File: config.mk
export PLATFORM = sky130hd
export DESIGN_NAME = align_shift_right
export DESIGN_NICKNAME = d
export VERILOG_FILES = /design/src/rtl/align_shift_right.sv
export SDC_FILE = /design/constraint.sdc
export NUM_CORES = 1
export LEC_CHECK = 0
export CORE_ASPECT_RATIO = 0.6
export CORE_MARGIN = 5
export CORE_UTILIZATION = 34
export DETAILED_ROUTE_END_ITERATION = 8
export PLACE_DENSITY_LB_ADDON = 0.08
export SYNTH_ARGS = -nofsm -noshare
export SYNTH_HDL_FRONTEND = slang
export SYNTH_SLANG_ARGS = --single-unit
export TNS_END_PERCENT = 100
File: constraint.sdc
create_clock -name clk -period 13.2 [get_ports clk]
set_clock_uncertainty 0.2 [all_clocks]
set_input_delay 2.64 -clock clk [delete_from_list [all_inputs] [get_ports clk]]
set_output_delay 2.64 -clock clk [all_outputs]
set_load 0.05 [all_outputs]
File: src/rtl/align_shift_right.sv
// Aligns two IEEE-754 single operands for addition: the smaller mantissa is shifted right to the larger exponent.
// Latency: 1 cycle when the exponent difference is 0 or >= 27, otherwise 1 + ceil(d/4) cycles (4-bit shift per cycle).
// Backpressure: one operation in flight; in_ready only in IDLE, the result is held in DONE until out_ready.
module align_shift_right (
  input  logic        clk,
  input  logic        rst,
  input  logic        in_valid,
  output logic        in_ready,
  input  logic [31:0] A,
  input  logic [31:0] B,
  output logic        out_valid,
  input  logic        out_ready,
  output logic [7:0]  EXP,
  output logic [23:0] MA,
  output logic [26:0] MB,
  output logic        SA,
  output logic        SB,
  output logic        SWAP
);

  typedef enum logic [1:0] {IDLE, SHIFT, DONE} state_t;

  state_t      state;
  logic [26:0] w;
  logic [7:0]  rem;

  logic [7:0]  exp_a, exp_b, exp_large, exp_small, diff;
  logic [23:0] mant_a, mant_b, mant_large, mant_small;
  logic        swap_c, sign_large, sign_small;

  logic [2:0]  k;
  logic [26:0] lost_mask;
  logic [26:0] shifted;
  logic        lost;
  logic [26:0] w_next;

  // Unpack both operands and pick the larger one by exponent, then mantissa.
  always_comb begin
    exp_a      = A[30:23];
    exp_b      = B[30:23];
    mant_a     = {(exp_a != 8'd0), A[22:0]};
    mant_b     = {(exp_b != 8'd0), B[22:0]};
    swap_c     = (exp_b > exp_a) || ((exp_b == exp_a) && (mant_b > mant_a));
    exp_large  = swap_c ? exp_b  : exp_a;
    exp_small  = swap_c ? exp_a  : exp_b;
    mant_large = swap_c ? mant_b : mant_a;
    mant_small = swap_c ? mant_a : mant_b;
    sign_large = swap_c ? B[31]  : A[31];
    sign_small = swap_c ? A[31]  : B[31];
    diff       = exp_large - exp_small;
  end

  // One shift step of up to 4 bits; every bit leaving the register is folded into bit 0 as sticky.
  always_comb begin
    k         = (rem >= 8'd4) ? 3'd4 : rem[2:0];
    lost_mask = (27'd1 << k) - 27'd1;
    lost      = |(w & lost_mask);
    shifted   = w >> k;
    w_next    = {shifted[26:1], shifted[0] | lost | w[0]};
  end

  assign MB = w;

  // Handshake FSM; all datapath registers load at acceptance and are held until the result is taken.
  always_ff @(posedge clk) begin
    if (rst) begin
      state     <= IDLE;
      in_ready  <= 1'b1;
      out_valid <= 1'b0;
      EXP       <= 8'd0;
      MA        <= 24'd0;
      SA        <= 1'b0;
      SB        <= 1'b0;
      SWAP      <= 1'b0;
      w         <= 27'd0;
      rem       <= 8'd0;
    end else begin
      case (state)
        IDLE: begin
          if (in_valid) begin
            EXP  <= exp_large;
            MA   <= mant_large;
            SA   <= sign_large;
            SB   <= sign_small;
            SWAP <= swap_c;
            in_ready <= 1'b0;
            if (diff == 8'd0) begin
              w         <= {mant_small, 3'b000};
              rem       <= 8'd0;
              state     <= DONE;
              out_valid <= 1'b1;
            end else if (diff >= 8'd27) begin
              // Everything shifts out: only the sticky survives.
              w         <= {26'd0, (mant_small != 24'd0)};
              rem       <= 8'd0;
              state     <= DONE;
              out_valid <= 1'b1;
            end else begin
              w     <= {mant_small, 3'b000};
              rem   <= diff;
              state <= SHIFT;
            end
          end
        end
        SHIFT: begin
          w   <= w_next;
          rem <= rem - {5'd0, k};
          if (rem == {5'd0, k}) begin
            state     <= DONE;
            out_valid <= 1'b1;
          end
        end
        DONE: begin
          if (out_ready) begin
            state     <= IDLE;
            out_valid <= 1'b0;
            in_ready  <= 1'b1;
          end
        end
        default: begin
          state     <= IDLE;
          in_ready  <= 1'b1;
          out_valid <= 1'b0;
        end
      endcase
    end
  end

endmodule

==> results.json, run 1 <==
{
  "status": "completed",
  "wl_per_cell_um": 18.2,
  "setup-violations-final": 0,
  "initial_core_util": 0.348,
  "setup_tns_ns": 0,
  "synth-async-reset-ratio": 0,
  "cts.sinks": 74,
  "layout_min_cycle_time_ns": 8.19,
  "vias_per_cell": 5.56,
  "min_path_type": "reg -> reg",
  "p_leak_nw": 2.91,
  "worstMarginPinSlew_ns": 1.02,
  "cts_max_level": 3,
  "synth_warnings": 0,
  "post-dp-hpwl_um": 15500,
  "vias": 6423,
  "port-buffer-count": 131,
  "drt-initial-drc-count": 460,
  "area_growth_syn_to_layout_pct": 29.4,
  "die_w_um": 181,
  "cts_tree": "built",
  "grt_pass1_wl_um": 33600,
  "clkSlewWorstSetupHoldPaths_ns": 0.06,
  "drt_wl_total_um": 21100,
  "place_congestion": 0.889,
  "coreArea_um2": 17200,
  "n_antenna_cell": 0,
  "ant_nets": 0,
  "worstSkewPairLatency_ns": 0.34,
  "first_pass_iters": 5,
  "antenna_found_initial": 0,
  "dpl_cell_area_um2": 7440,
  "grt.total_usage": 0.200,
  "synth_edf_count": 0,
  "min_from": "rem[6]$_SDFFE_PP0P_",
  "maxSlewViolCount": 0,
  "final_common_cell": "clkdlybuf4s50_1",
  "synth_area_um2": 5990,
  "postCtsSetupRepairBufs": 0,
  "post_route_cells_drive_above_1_share": 0.0489,
  "crit_arrival_ns": 8.21,
  "rrSetupSlack_ns": 9.55,
  "ctsHoldBuffers": 0,
  "slowest_delay_ns": 0.56,
  "max_cap_viol_count": 0,
  "slew_headroom": 0.320,
  "grt_overflow": 0,
  "cts_resized": 0,
  "netlist_instances": 827,
  "clock.fmax_ghz": 0.122,
  "min_period_over_period": 0.621,
  "worst-setup-path-type": "in -> reg",
  "avgSynthCellArea_um2": 7.24,
  "cts.path.max_buffers": 2,
  "synth_top_flop_cell": "dfxtp_1",
  "path_max_fanout": 32,
  "setup.worst_path.start_class": "input port",
  "grt_max_degree": 90,
  "hold_slack_ns": 0.269,
  "rsz0062_at_grt": "no",
  "cp.required_ns": 13.22,
  "synth.top_cells.by_area": "dfxtp_1, mux2i_1, nor2_1",
  "die_h_um": 113,
  "most-common-layout-cells": "clkdlybuf4s50_1, nor2_1, a21oi_1",
  "r2r_start": "rem[3]$_SDFFE_PP0P_",
  "synth_cell_types": 56,
  "cts_buffers": 9,
  "critPathLaunch": "A[23]",
  "ctsRootBufferMaster": "clkbuf_16",
  "nNetsFinal": 1020,
  "ios": 132,
  "die_area_um2": 20500,
  "synth-seq-area-share": 0.247,
  "fp-row-count": 37,
  "yosysTopAreaCell": "dfxtp_1",
  "first_global_vias": 5989,
  "cp_cell_sequence": "clkdlybuf4s50_1 -> or4_1 -> nor2_1 -> ha_1 -> nand4_1 -> nor4_1 -> a21oi_1 -> o31a_1 -> or4_1 -> and2_1 -> ha_1 -> a31o_2 -> or2_2 -> a2111oi_0 -> nor2_1 -> o211ai_1 -> buf_4 -> nand3_1 -> a2111oi_0",
  "powerDensity_nw_per_um2": 154,
  "critical_path.slowest_cell": "or4_1",
  "yosysTopAreaCellShare": 0.247,
  "hold_viol_final": 0,
  "stdcell_area_um2": 7750,
  "ys_ff_latch": 74,
  "cp-end-kind": "register",
  "drc_errors": 0,
  "ir_drop_mv": 0.0593
}
-- metal layers --
| layer | up-vias | global-route usage | routed length, µm |
|---|---|---|---|
| met4 | 0 | 0.0330 | 165 |
| met5 | - | 0 | 0 |
| met3 | 12 | 0.0357 | 1210 |
| met1 | 2988 | 0.298 | 10500 |
| li1 | 3212 | - | - |
| met2 | 211 | 0.306 | 9160 |
-- state kept, by name, summed over array words and instances, names as in the netlist --
| signal | flops |
|---|---|
| EXP | 8 |
| MB | 27 |
| state | 2 |
| SA | 1 |
| in_ready | 1 |
| MA | 24 |
| SB | 1 |
| out_valid | 1 |
| rem | 8 |
| SWAP | 1 |
-- cell families (layout without fill, tap and decap cells) --
family / Yosys count / in the layout / synth area share
flip-flops: 74 / 74 / 0.247
adder cells (fa/ha/maj): 36 / 36 / 0.0752
other: 2 / 3 / 0.00125
AO/OA/AOI/OAI: 245 / 245 / 0.263
XOR/XNOR: 4 / 4 / 0.00585
buffers and inverters: 102 / 195 / 0.0648
AND/OR/NAND/NOR: 303 / 303 / 0.233
multiplexers: 61 / 61 / 0.109
-- synthesized netlist by cell type (2+ instances only) --
cell,n
a2111oi_0,5
a211oi_1,60
a21oi_1,76
a311oi_1,6
a31oi_1,21
a32o_1,2
a41oi_1,2
and2_1,4
and3_1,3
buf_1,2
buf_2,4
clkbuf_1,60
conb_1,2
dfxtp_1,74
ha_1,36
inv_1,36
mux2_2,5
mux2i_1,53
mux4_2,3
nand2_1,67
nand2b_1,8
nand3_1,13
nand4_1,21
nor2_1,126
nor2b_1,12
nor3_1,12
nor4_1,15
o2111ai_1,2
o211ai_1,5
o21a_1,4
o21ai_0,38
o221ai_1,4
o22ai_1,2
o31a_1,3
o41a_1,2
or2_2,3
or3_1,10
or4_1,6
xnor2_1,3
-- area by class of cell --
class / instances / area, µm²
clock buffers: 10 / 239
fillers: 1776 / 9470
repair buffers: 143 / 1400
inverters: 36 / 135
well taps: 234 / 293
clock inverters: 6 / 65.1
multi-input cells: 652 / 4140
flip-flops and latches: 74 / 1480
-- through the flow --
stage / util / setup slack (ns) / std cells / total power, mW
2_1_floorplan: - / 5.83 / 828 / 0.742
3_3_place_gp: 0.432 / 4.87 / 1139 / 0.936
3_5_place_dp: 0.432 / 4.74 / 1139 / 0.941
4_1_cts: 0.450 / 5.07 / 1155 / 1.20
5_1_grt: 0.450 / 4.43 / 1155 / 1.27
6_report: 0.450 / 5.01 / 1155 / 1.20
-- power breakdown --
group	switching (mW)	internal, mW
Sequential	0.0525	0.268
Combinational	0.400	0.218
Clock	0.106	0.152
-- worst max-delay path, delay by kind of cell --
family,cells,cell delay [ns]
AOI/OAI and AO/OA,6,1.54
buffers and inverters,2,0.85
and+or+nand+nor,9,2.78
adders and majority gates,2,0.39
-- final timing paths --
| check | cells after the start | end |
|---|---|---|
| worst max-delay path | 19 | rem[1]$_SDFFE_PP0P_ |
| worst min register to register | 1 | rem[6]$_SDFFE_PP0P_ |
| worst max register to register | 13 | MB[0]$_SDFFE_PP0P_ |
| worst min-delay path | 1 | rem[6]$_SDFFE_PP0P_ |
Power figures use the tool's default switching activity.
==> run 2, diff against run 1 <==
==> constraint.sdc (replaced) <==
create_clock -name clk -period 7.1 [get_ports clk]
set_clock_uncertainty 0.2 [all_clocks]
set_input_delay 1.42 -clock clk [delete_from_list [all_inputs] [get_ports clk]]
set_output_delay 1.42 -clock clk [all_outputs]
set_load 0.05 [all_outputs]
==> results.json, run 2 (same netlist as run 1, synthesis figures left out) <==
{
  "crit_arrival_ns": 6.72,
  "p_leak_nw": 2.94,
  "n_fill_cell": 1724,
  "die_area_um2": 20500,
  "wl_per_cell_um": 18.5,
  "maxSlewViolCount": 0,
  "cp_num_cells": 18,
  "vias_per_cell": 5.60,
  "cts.sinks": 74,
  "drc_errors": 0,
  "cts_buffers": 9,
  "slew_headroom": 0.166,
  "gr-max-usage-layer": "met2",
  "powerDensity_nw_per_um2": 286,
  "r2r_start": "rem[3]$_SDFFE_PP0P_",
  "critical_path.slowest_cell": "or4_1",
  "die_w_um": 181,
  "ir_drop_mv": 0.141,
  "cp-end-kind": "register",
  "place_congestion": 0.900,
  "critPathLaunch": "A[23]",
  "grt_pass1_wl_um": 34400,
  "clock.fmax_ghz": 0.150,
  "first_global_vias": 6131,
  "slowest_delay_ns": 0.54,
  "setup.worst_path.start_class": "input port",
  "coreArea_um2": 17200,
  "initial_core_util": 0.348,
  "cts_resized": 0,
  "largest_reg_flops": 27,
  "cts.path.max_buffers": 2,
  "setup_tns_ns": 0,
  "worst-setup-path-type": "in -> reg",
  "cts_tree": "built",
  "grt.total_usage": 0.204,
  "crit_buf_inv": 1,
  "cp_top_family": "simple AND/OR/NAND/NOR gates",
  "antenna_found_initial": 0,
  "die_h_um": 113,
  "ctsRootBufferMaster": "clkbuf_16",
  "ctsHoldBuffers": 0,
  "clkSlewWorstSetupHoldPaths_ns": 0.07,
  "most-common-layout-cells": "clkdlybuf4s50_1, nor2_1, a21oi_1",
  "min_from": "out_valid$_SDFFE_PP0P_",
  "n_antenna_cell": 0,
  "min_period_over_period": 0.940,
  "gr-usage-met1": 0.299,
  "vias": 6506,
  "grt_overflow": 0,
  "hold_slack_ns": 0.282,
  "max_cap_viol_count": 0,
  "port-buffer-count": 131,
  "grt_max_degree": 90,
  "worstMarginPinSlew_ns": 1.25,
  "ant_nets": 0,
  "area_growth_syn_to_layout_pct": 30.6,
  "ff2ff_path_depth": 13,
  "final_common_cell": "clkdlybuf4s50_1",
  "rsz0062_at_grt": "no",
  "post-dp-hpwl_um": 15700,
  "first_pass_iters": 5,
  "layout_min_cycle_time_ns": 6.67,
  "post_route_cells_drive_above_1_share": 0.0539,
  "cts_max_level": 3,
  "use_met2": 0.319,
  "cp.required_ns": 7.14,
  "drt_wl_total_um": 21500,
  "path_max_fanout": 4,
  "setup-violations-final": 0,
  "postCtsSetupRepairBufs": 0,
  "cp_cell_sequence": "clkdlybuf4s50_1 -> or4_1 -> nor2_1 -> ha_1 -> nand4_1 -> nor3_1 -> a221o_1 -> o31a_1 -> or4_1 -> and2_1 -> ha_1 -> a31o_2 -> or2_2 -> a2111oi_0 -> nor2_1 -> or4_1 -> and3_1 -> a311oi_1",
  "hold_viol_final": 0,
  "met3_usage": 0.0379,
  "worstSkewPairLatency_ns": 0.34,
  "fp-row-count": 37,
  "min_path_type": "reg -> reg",
  "ios": 132,
  "whs_path_depth": 1,
  "status": "completed",
  "nNetsFinal": 1026,
  "cpMostUsedCell": "or4_1",
  "drt-initial-drc-count": 499
}
-- run 2: cell types whose count changed in the layout (fill, tap and decap cells not counted), sizes merged --
cell,previous run,this run
buf,13,19
clkinv,3,1
clkbuf,10,11
clkinvlp,1,2
-- run 2: final timing paths --
kind / to / slack [ns]
worst max register to register: MB[0]$_SDFFE_PP0P_ / 3.47
worst min-delay path: out_valid$_SDFFE_PP0P_ / 0.28
worst min register to register: out_valid$_SDFFE_PP0P_ / 0.28
worst max-delay path: state[1]$_SDFFE_PP0P_ / 0.43
-- run 2: report_power, final --
part / switching [mW] / total (mW) / internal (mW)
Combinational: 0.747 / 1.16 / 0.414
Clock: 0.198 / 0.482 / 0.284
Sequential: 0.0974 / 0.596 / 0.498
Total: 1.04 / 2.24 / 1.20
-- run 2: cell type report --
cell class / count / area (µm²) / share of cell area
tap: 234 / 293 / 0.0374
inverter: 36 / 135 / 0.0173
clock buffer: 11 / 243 / 0.0310
clock inverter: 5 / 62.6 / 0.00800
sequential: 74 / 1480 / 0.189
multi-input combinational: 652 / 4140 / 0.529
timing repair buffer: 149 / 1470 / 0.188
-- run 2: routing by layer --
layer,vias to the layer above,wire length (µm)
met5,-,0
met4,0,148
met3,17,1100
met2,178,9410
met1,3078,10800
li1,3233,-
-- run 2: metrics by stage --
| step | utilization | cells | setup WS [ns] | total power [mW] | instance area, µm² |
|---|---|---|---|---|---|
| after global placement | 0.436 | 1145 | 0.231 | 1.75 | 7510 |
| after detailed placement | 0.436 | 1145 | 0.0984 | 1.76 | 7510 |
| after global routing | 0.454 | 1161 | 0.0250 | 2.38 | 7820 |
| final | 0.454 | 1161 | 0.425 | 2.24 | 7820 |
| after floorplan | - | 828 | 0.950 | 1.38 | 5990 |
| after CTS | 0.454 | 1161 | 0.432 | 2.25 | 7820 |
